File: config.mk
export PLATFORM = sky130hd
export DESIGN_NAME = mux_scan_seq
export DESIGN_NICKNAME = d
export VERILOG_FILES = /design/src/rtl/mux_scan_pkg.sv /design/src/rtl/key_debounce.sv /design/src/rtl/mux_scan_seq.sv
export SDC_FILE = /design/constraint.sdc
export NUM_CORES = 1
export LEC_CHECK = 0
export BUFFER_PORTS_ARGS = -buffer_cell sky130_fd_sc_hd__buf_2
export CAP_MARGIN = 20
export CORE_UTILIZATION = 43
export CTS_BUF_LIST = sky130_fd_sc_hd__clkbuf_8
export DETAILED_ROUTE_END_ITERATION = 10
export PLACE_DENSITY = 0.61
export SLEW_MARGIN = 5
export SYNTH_ARGS = -nofsm -noshare
export SYNTH_HDL_FRONTEND = slang
export SYNTH_SLANG_ARGS = --single-unit
File: constraint.sdc
create_clock -name clk -period 2.61 [get_ports clk]
set_input_delay 0.3915 -clock clk [delete_from_list [all_inputs] [get_ports clk]]
set_output_delay 0.3915 -clock clk [all_outputs]
set_load 0.05 [all_outputs]
File: src/rtl/mux_scan_pkg.sv
// Shared types and sizes for the multiplexer select sequencer.
//   NUM_CH     : number of multiplexer channels scanned
//   SEL_W      : width of the select bus
//   db_state_e : key debouncer state encoding
package mux_scan_pkg;

  localparam int unsigned NUM_CH = 4;
  localparam int unsigned SEL_W  = 2;

  typedef enum logic [1:0] {
    DbIdle,
    DbPressWait,
    DbPressed,
    DbReleaseWait
  } db_state_e;

endpackage

File: src/rtl/key_debounce.sv
// Two-flop synchroniser plus debouncer for an active-low push key.
//   clk    : system clock
//   reset  : synchronous reset, active-high
//   step_n : raw key, active-low, asynchronous to clk
//   press  : registered one-cycle pulse per accepted press
module key_debounce
  import mux_scan_pkg::*;
#(
  parameter int unsigned DEBOUNCE_CYCLES = 500_000
) (
  input  logic clk,
  input  logic reset,
  input  logic step_n,
  output logic press
);

  localparam int unsigned CntW = (DEBOUNCE_CYCLES > 1) ? $clog2(DEBOUNCE_CYCLES) : 1;
  // One extra bit so the incremented count can be compared against the limit itself.
  localparam logic [CntW:0] CntLimit = (CntW + 1)'(DEBOUNCE_CYCLES);

  logic [1:0]      sync_d, sync_q;
  db_state_e       state_d, state_q;
  logic [CntW-1:0] cnt_d, cnt_q;
  logic            press_d, press_q;
  logic [CntW:0]   cnt_inc;
  logic            hit;
  logic            key_hi;

  assign key_hi  = sync_q[1];
  assign cnt_inc = {1'b0, cnt_q} + {{CntW{1'b0}}, 1'b1};
  // The sample being taken now would be the DEBOUNCE_CYCLES-th stable one.
  assign hit     = (cnt_inc == CntLimit);

  always_comb begin
    sync_d  = {sync_q[0], step_n};
    state_d = state_q;
    cnt_d   = cnt_q;
    press_d = 1'b0;
    unique case (state_q)
      DbIdle: begin
        if (!key_hi) begin
          if (hit) begin
            state_d = DbPressed;
            cnt_d   = '0;
            press_d = 1'b1;
          end else begin
            state_d = DbPressWait;
            cnt_d   = cnt_inc[CntW-1:0];
          end
        end
      end
      DbPressWait: begin
        if (key_hi) begin
          state_d = DbIdle;
          cnt_d   = '0;
        end else if (hit) begin
          state_d = DbPressed;
          cnt_d   = '0;
          press_d = 1'b1;
        end else begin
          cnt_d = cnt_inc[CntW-1:0];
        end
      end
      DbPressed: begin
        if (key_hi) begin
          if (hit) begin
            state_d = DbIdle;
            cnt_d   = '0;
          end else begin
            state_d = DbReleaseWait;
            cnt_d   = cnt_inc[CntW-1:0];
          end
        end
      end
      DbReleaseWait: begin
        if (!key_hi) begin
          state_d = DbPressed;
          cnt_d   = '0;
        end else if (hit) begin
          state_d = DbIdle;
          cnt_d   = '0;
        end else begin
          cnt_d = cnt_inc[CntW-1:0];
        end
      end
      default: begin
        state_d = DbIdle;
        cnt_d   = '0;
      end
    endcase
  end

  always_ff @(posedge clk) begin
    if (reset) begin
      sync_q  <= 2'b11;
      state_q <= DbIdle;
      cnt_q   <= '0;
      press_q <= 1'b0;
    end else begin
      sync_q  <= sync_d;
      state_q <= state_d;
      cnt_q   <= cnt_d;
      press_q <= press_d;
    end
  end

  assign press = press_q;

endmodule

File: src/rtl/mux_scan_seq.sv
// Select sequencer for a 4:1 switch multiplexer. Steps sel 0->1->2->3->0 on a
// debounced key press (auto_en=0) or a prescaled scan tick (auto_en=1), and
// latches the returned mux bit into a per-channel capture register.
//   clk, reset   : clock and synchronous active-high reset
//   step_n       : raw active-low key
//   auto_en      : 1 = automatic scan, 0 = manual stepping
//   mux_in       : bit returned by the multiplexer for the current sel
//   sel          : multiplexer select
//   capture      : last sampled value per channel
//   sample_valid : pulse, capture updated at this edge
//   wrap         : pulse, sel went 3 -> 0 at this edge
module mux_scan_seq
  import mux_scan_pkg::*;
#(
  parameter int unsigned TICK_DIV        = 50_000_000,
  parameter int unsigned DEBOUNCE_CYCLES = 500_000
) (
  input  logic              clk,
  input  logic              reset,
  input  logic              step_n,
  input  logic              auto_en,
  input  logic              mux_in,
  output logic [SEL_W-1:0]  sel,
  output logic [NUM_CH-1:0] capture,
  output logic              sample_valid,
  output logic              wrap
);

  localparam int unsigned PreW = (TICK_DIV > 1) ? $clog2(TICK_DIV) : 1;
  localparam logic [PreW-1:0] PreLast = PreW'(TICK_DIV - 1);

  logic [PreW-1:0]   presc_d, presc_q;
  logic [SEL_W-1:0]  sel_d, sel_q;
  logic [NUM_CH-1:0] capture_d, capture_q;
  logic              sv_d, sv_q;
  logic              wrap_d, wrap_q;
  logic              press;
  logic              tick;
  logic              adv;

  key_debounce #(
    .DEBOUNCE_CYCLES(DEBOUNCE_CYCLES)
  ) u_key_debounce (
    .clk   (clk),
    .reset (reset),
    .step_n(step_n),
    .press (press)
  );

  // Gated by auto_en so a TICK_DIV of 1 cannot tick while the prescaler is held.
  assign tick = auto_en && (presc_q == PreLast);
  assign adv  = auto_en ? tick : press;

  always_comb begin
    presc_d   = '0;
    sel_d     = sel_q;
    capture_d = capture_q;
    sv_d      = adv;
    wrap_d    = adv && (&sel_q);
    if (auto_en && !tick) begin
      presc_d = presc_q + PreW'(1);
    end
    if (adv) begin
      capture_d[sel_q] = mux_in;
      sel_d            = sel_q + SEL_W'(1);
    end
  end

  always_ff @(posedge clk) begin
    if (reset) begin
      presc_q   <= '0;
      sel_q     <= '0;
      capture_q <= '0;
      sv_q      <= 1'b0;
      wrap_q    <= 1'b0;
    end else begin
      presc_q   <= presc_d;
      sel_q     <= sel_d;
      capture_q <= capture_d;
      sv_q      <= sv_d;
      wrap_q    <= wrap_d;
    end
  end

  assign sel          = sel_q;
  assign capture      = capture_q;
  assign sample_valid = sv_q;
  assign wrap         = wrap_q;

endmodule

==> results list <==
* Finish-stage setup viols: 0
- CTS Root Buffer Type: sky130_fd_sc_hd__clkbuf_8
* Sequential power share: 48.2%
* Largest family of logic cells by synthesized area: simple AND/OR/NAND/NOR gates
- After synthesis, the mean cell area works out to 8.49 µm².
- Placer congestion estimate: slightly below 0.8
- Clock latency on the worst-skew pair: 330 ps
- Number of violations reported at the end of detailed-routing iteration 0: 108
* Fin. Hold Viols: 0
- Synthesized-area fraction occupied by xor and xnor cells: a little under 8%
- Ranking of synthesized cells by instance count: sky130_fd_sc_hd__dfxtp_1, sky130_fd_sc_hd__nor2_1, sky130_fd_sc_hd__nand2_1
- For this configuration, the core starts out at a cell density of 45.2%.
- The synthesized design devotes to its leading area cell type 39.8% of total area.
- For flop-to-flop paths, the worst setup slack is 110 ps.
* Clk sinks: 58
- The number of antenna violations at the first check in global routing is 0.
* Number of cell rows: 29
- TritonCTS built the clock tree.
- Most common cell on crit path: sky130_fd_sc_hd__and4_4
- The clock period could shrink to 2500 ps.
- On the critical path, the stage with the largest delay is an instance of sky130_fd_sc_hd__a2111oi_4.
- The number of clock buffers added by TritonCTS is 9.
- Top cells by area, synth: sky130_fd_sc_hd__dfxtp_1, sky130_fd_sc_hd__nor2_1, sky130_fd_sc_hd__xor2_1
* Buffer and inverter count on the worst path: 1
- Required time of the critical path: 2830 ps
- The critical path goes through and4_4, and4_4, nand2b_2, a2111o_1, a2111oi_4, buf_4, nor4_1, a311o_1.
- The critical path in this run is classified as reg2reg.
- Adder and majority gate portion of the synthesized area: 2.57%
- Design area: between 3000 and 4000 µm²
- In this run the tightest slew margin relative to its limit is 63.0%.
- Final net count: 380
- Synthesis inferred 58 register bits.
- In this run the tool buffered the top-level ports with 12 buffer cells.
- Number of nets produced by synthesis: approximately 360
- In this run, the clock network consumes 49.5% of the power.
- Height of the die: between 80 and 90 µm
- Measured in cells, the most critical reg-to-reg path has a length of 8.
- In the routed layout, each cell is associated on average with a via count of 5.47.
* Netlist Area Pre-Place: 2920 µm²
- The finished layout holds 451 standard cells, fillers aside.
- Cell with the most instances after synthesis: sky130_fd_sc_hd__dfxtp_1
* Net switching power: roughly 390 µW
- Total via count in the routed design: ~2500
- Cells with a size suffix above 1 make up about a fifth of the layout.
* Area growth from synthesis to layout: 16.7%
* Internal power: 1460 µW
- Cell family contributing the most delay on the critical path: compound AO/OA/AOI/OAI gates
- Combinational power share: 2.3%
- The path class of the tightest hold or removal check is in2reg.
- Once placement completed, the tool counted placed cells totaling 430.
* PwrDens: 542 nW/µm²
- Total power for the finished layout comes to about 1800 µW.
* Simple-gate area share of the yosys netlist: 30.2%
* Pins over their slew limit: 0
- Chip width: between 80 and 90 µm
- Number of buffers on the longest clock path: 2
- Maximum number of pins on one net before global-route repair: 27
* Measured slew at the worst slew-check pin: between 500 and 600 ps
- DRC violation count after routing: 0
* Leak pwr: 0.00133 µW
- The total area inside the core boundary comes to 6460 µm².
- After detailed routing, the total wire length is 6100 µm.
* Number of levels in the clock H-tree: 3
- Across the VDD grid, the largest voltage drop is 0.326 mV.
- Across the routed clock network, the largest skew measured is between 5 and 6 ps.
* Sequential share of the synthesized area: approximately two fifths
- Mean routed wirelength per cell: 13.5 µm
- On the final layout, the worst hold slack is 238 ps.
- In this run, synthesis inferred 0 flip-flops with an integrated enable.
- Routed Antenna Nets: 0
- Io pins: 13
- Along the worst path, the maximum fanout reaches 6.
- Total track usage: 18.6%
- Kind of start point of the critical path: flip-flop
* Area of the die: 7120 µm²
- Data arrives at the worst endpoint at around 2700 ps.
* Number of synthesis warnings: 0
- Clock-pin slew was measured on the worst setup and hold paths at 60 ps.
- The critical path crosses 8 cells after its start point.
- The most used flip-flop cell after synthesis is sky130_fd_sc_hd__dfxtp_1.
* Gr ovfl total: 0
* Placed cell area: roughly 3100 µm²
- The first global-routing pass estimated 10600 µm of wire.
- Of the post-synthesis cell area, the part taken by muxes is under 10%.
- Highest attainable clock frequency: approximately 0.40 GHz
- On the worst path, the slowest cell contributes a delay of approximately 500 ps.
- The tool flagged a number of max-cap violations equal to 0.
- STA classifies the critical path endpoint as a flip-flop.
* Result of the run: complete, no violations
- After legalization and detailed placement, the total HPWL measured 4210 µm.
- Cell type contributing the most total cell area after synthesis: sky130_fd_sc_hd__dfxtp_1
- Number of inserted diodes: 0
- Net Sw Frac: 21.1%
* Fraction of the mapped netlist area in compound gates: 12.7%
- After synthesis, the share of flip-flops with an asynchronous set or reset is 0%.
- Count of different cell masters after synthesis: 47
- Worst hold stages: 2
- First-pass iteration count of the detailed router: 4
- Synthesis produced 344 cells.
- After filler insertion, the fill cell instance count of the layout stands at 623.
- The number of global-route vias before repair was 2382.
* Post-route fraction of the period consumed by the critical path: 95.9%
## power groups by stage
stage / logic, µW / clock network [µW] / registers [µW]
2_1_floorplan: 28.6 / 0 / 912
3_3_place_gp: 42.1 / 0 / 912
3_5_place_dp: 42.7 / 0 / 912
4_1_cts: 42.8 / 942 / 892
5_1_grt: 47.3 / 977 / 890
6_report: 42.4 / 915 / 890
## final cells by class
cell class / count / area [µm²] / area share [%]
Timing Repair Buffer: 33 / 219 / 6.43
Clock buffer: 10 / 138 / 4.04
Inverter: 9 / 33.8 / 0.992
Tap cell: 77 / 96.3 / 2.83
Multi-Input combinational cell: 258 / 1660 / 48.7
Sequential cell: 58 / 1180 / 34.6
Clock inverter: 6 / 81.3 / 2.39
## metrics by stage
step	setup slack [ps]	utilization (%)	TNS, ps
4_1_cts	13.5	51.5	0
2_1_floorplan	189	-	0
5_1_grt	-11.2	52.7	-11.2
6_report	108	52.7	0
3_3_place_gp	89.7	48.1	0
3_5_place_dp	28.9	48.1	0
## worst reg2reg max path, delay by kind of cell, from the launching register on
kind | cells | cell delay, ps
AOI/OAI and AO/OA | 3 | 1220
buffers and inverters | 1 | 210
DFF | 1 | 380
and+or+nand+nor | 4 | 590
## cells in the final DEF (no fill, tap or decap), types with 7 or more instances in the layout
cell type / n
sky130_fd_sc_hd__a21oi_1: 8
sky130_fd_sc_hd__nand2_1: 32
sky130_fd_sc_hd__clkbuf_8: 10
sky130_fd_sc_hd__nand3_1: 12
sky130_fd_sc_hd__xnor2_1: 12
sky130_fd_sc_hd__mux2i_1: 7
sky130_fd_sc_hd__nor2_1: 43
sky130_fd_sc_hd__a21o_1: 7
sky130_fd_sc_hd__buf_2: 13
sky130_fd_sc_hd__o31ai_1: 11
sky130_fd_sc_hd__nand4_1: 12
sky130_fd_sc_hd__inv_1: 10
sky130_fd_sc_hd__nor3_1: 10
sky130_fd_sc_hd__dfxtp_1: 50
sky130_fd_sc_hd__buf_4: 19
sky130_fd_sc_hd__and3_1: 8
sky130_fd_sc_hd__xor2_1: 14
## kinds of logic after synthesis
family                     count (synthesis)
AOI/OAI and AO/OA                         50
xor gates and xnor gates                  26
adders and majority gates                  6
buffers and inverters                     28
DFF                                       58
muxes                                      8
and+or+nand+nor                          168
## registers in the layout (all words and copies together), names as in the netlist
name                    count
presc_q                    26
u_key_debounce.cnt_q       19
capture                     4
sel                         2
u_key_debounce.state_q      2
u_key_debounce.sync_q       2
sample_valid                1
u_key_debounce.press        1
wrap                        1
## metal layers
metal	routed length, µm	part of all wire [%]	up-vias	track usage [%]
li1	-	-	1271	-
met1	3030	50	1137	24.6
met2	2730	45	49	29.7
met3	239	3.9	9	3.74
met4	98	1.6	0	8.32
met5	0	0	-	0
## path summary, 6_finish.rpt
path                            start                  endpoint
max           u_key_debounce.cnt_q[1]   u_key_debounce.cnt_q[5]
min                            step_n  u_key_debounce.sync_q[0]
max reg2reg   u_key_debounce.cnt_q[1]   u_key_debounce.cnt_q[5]
min reg2reg  u_key_debounce.sync_q[0]  u_key_debounce.sync_q[1]
## timing repair
| item | CTS | global route |
|---|---|---|
| gates resized for setup | 0 | 19 |
| buffers inserted | 0 | 4 |
| setup endpoints to repair | 0 | 10 |
| hold buffers | 0 | 0 |
Note: power is estimated with default switching activity, not from simulation.
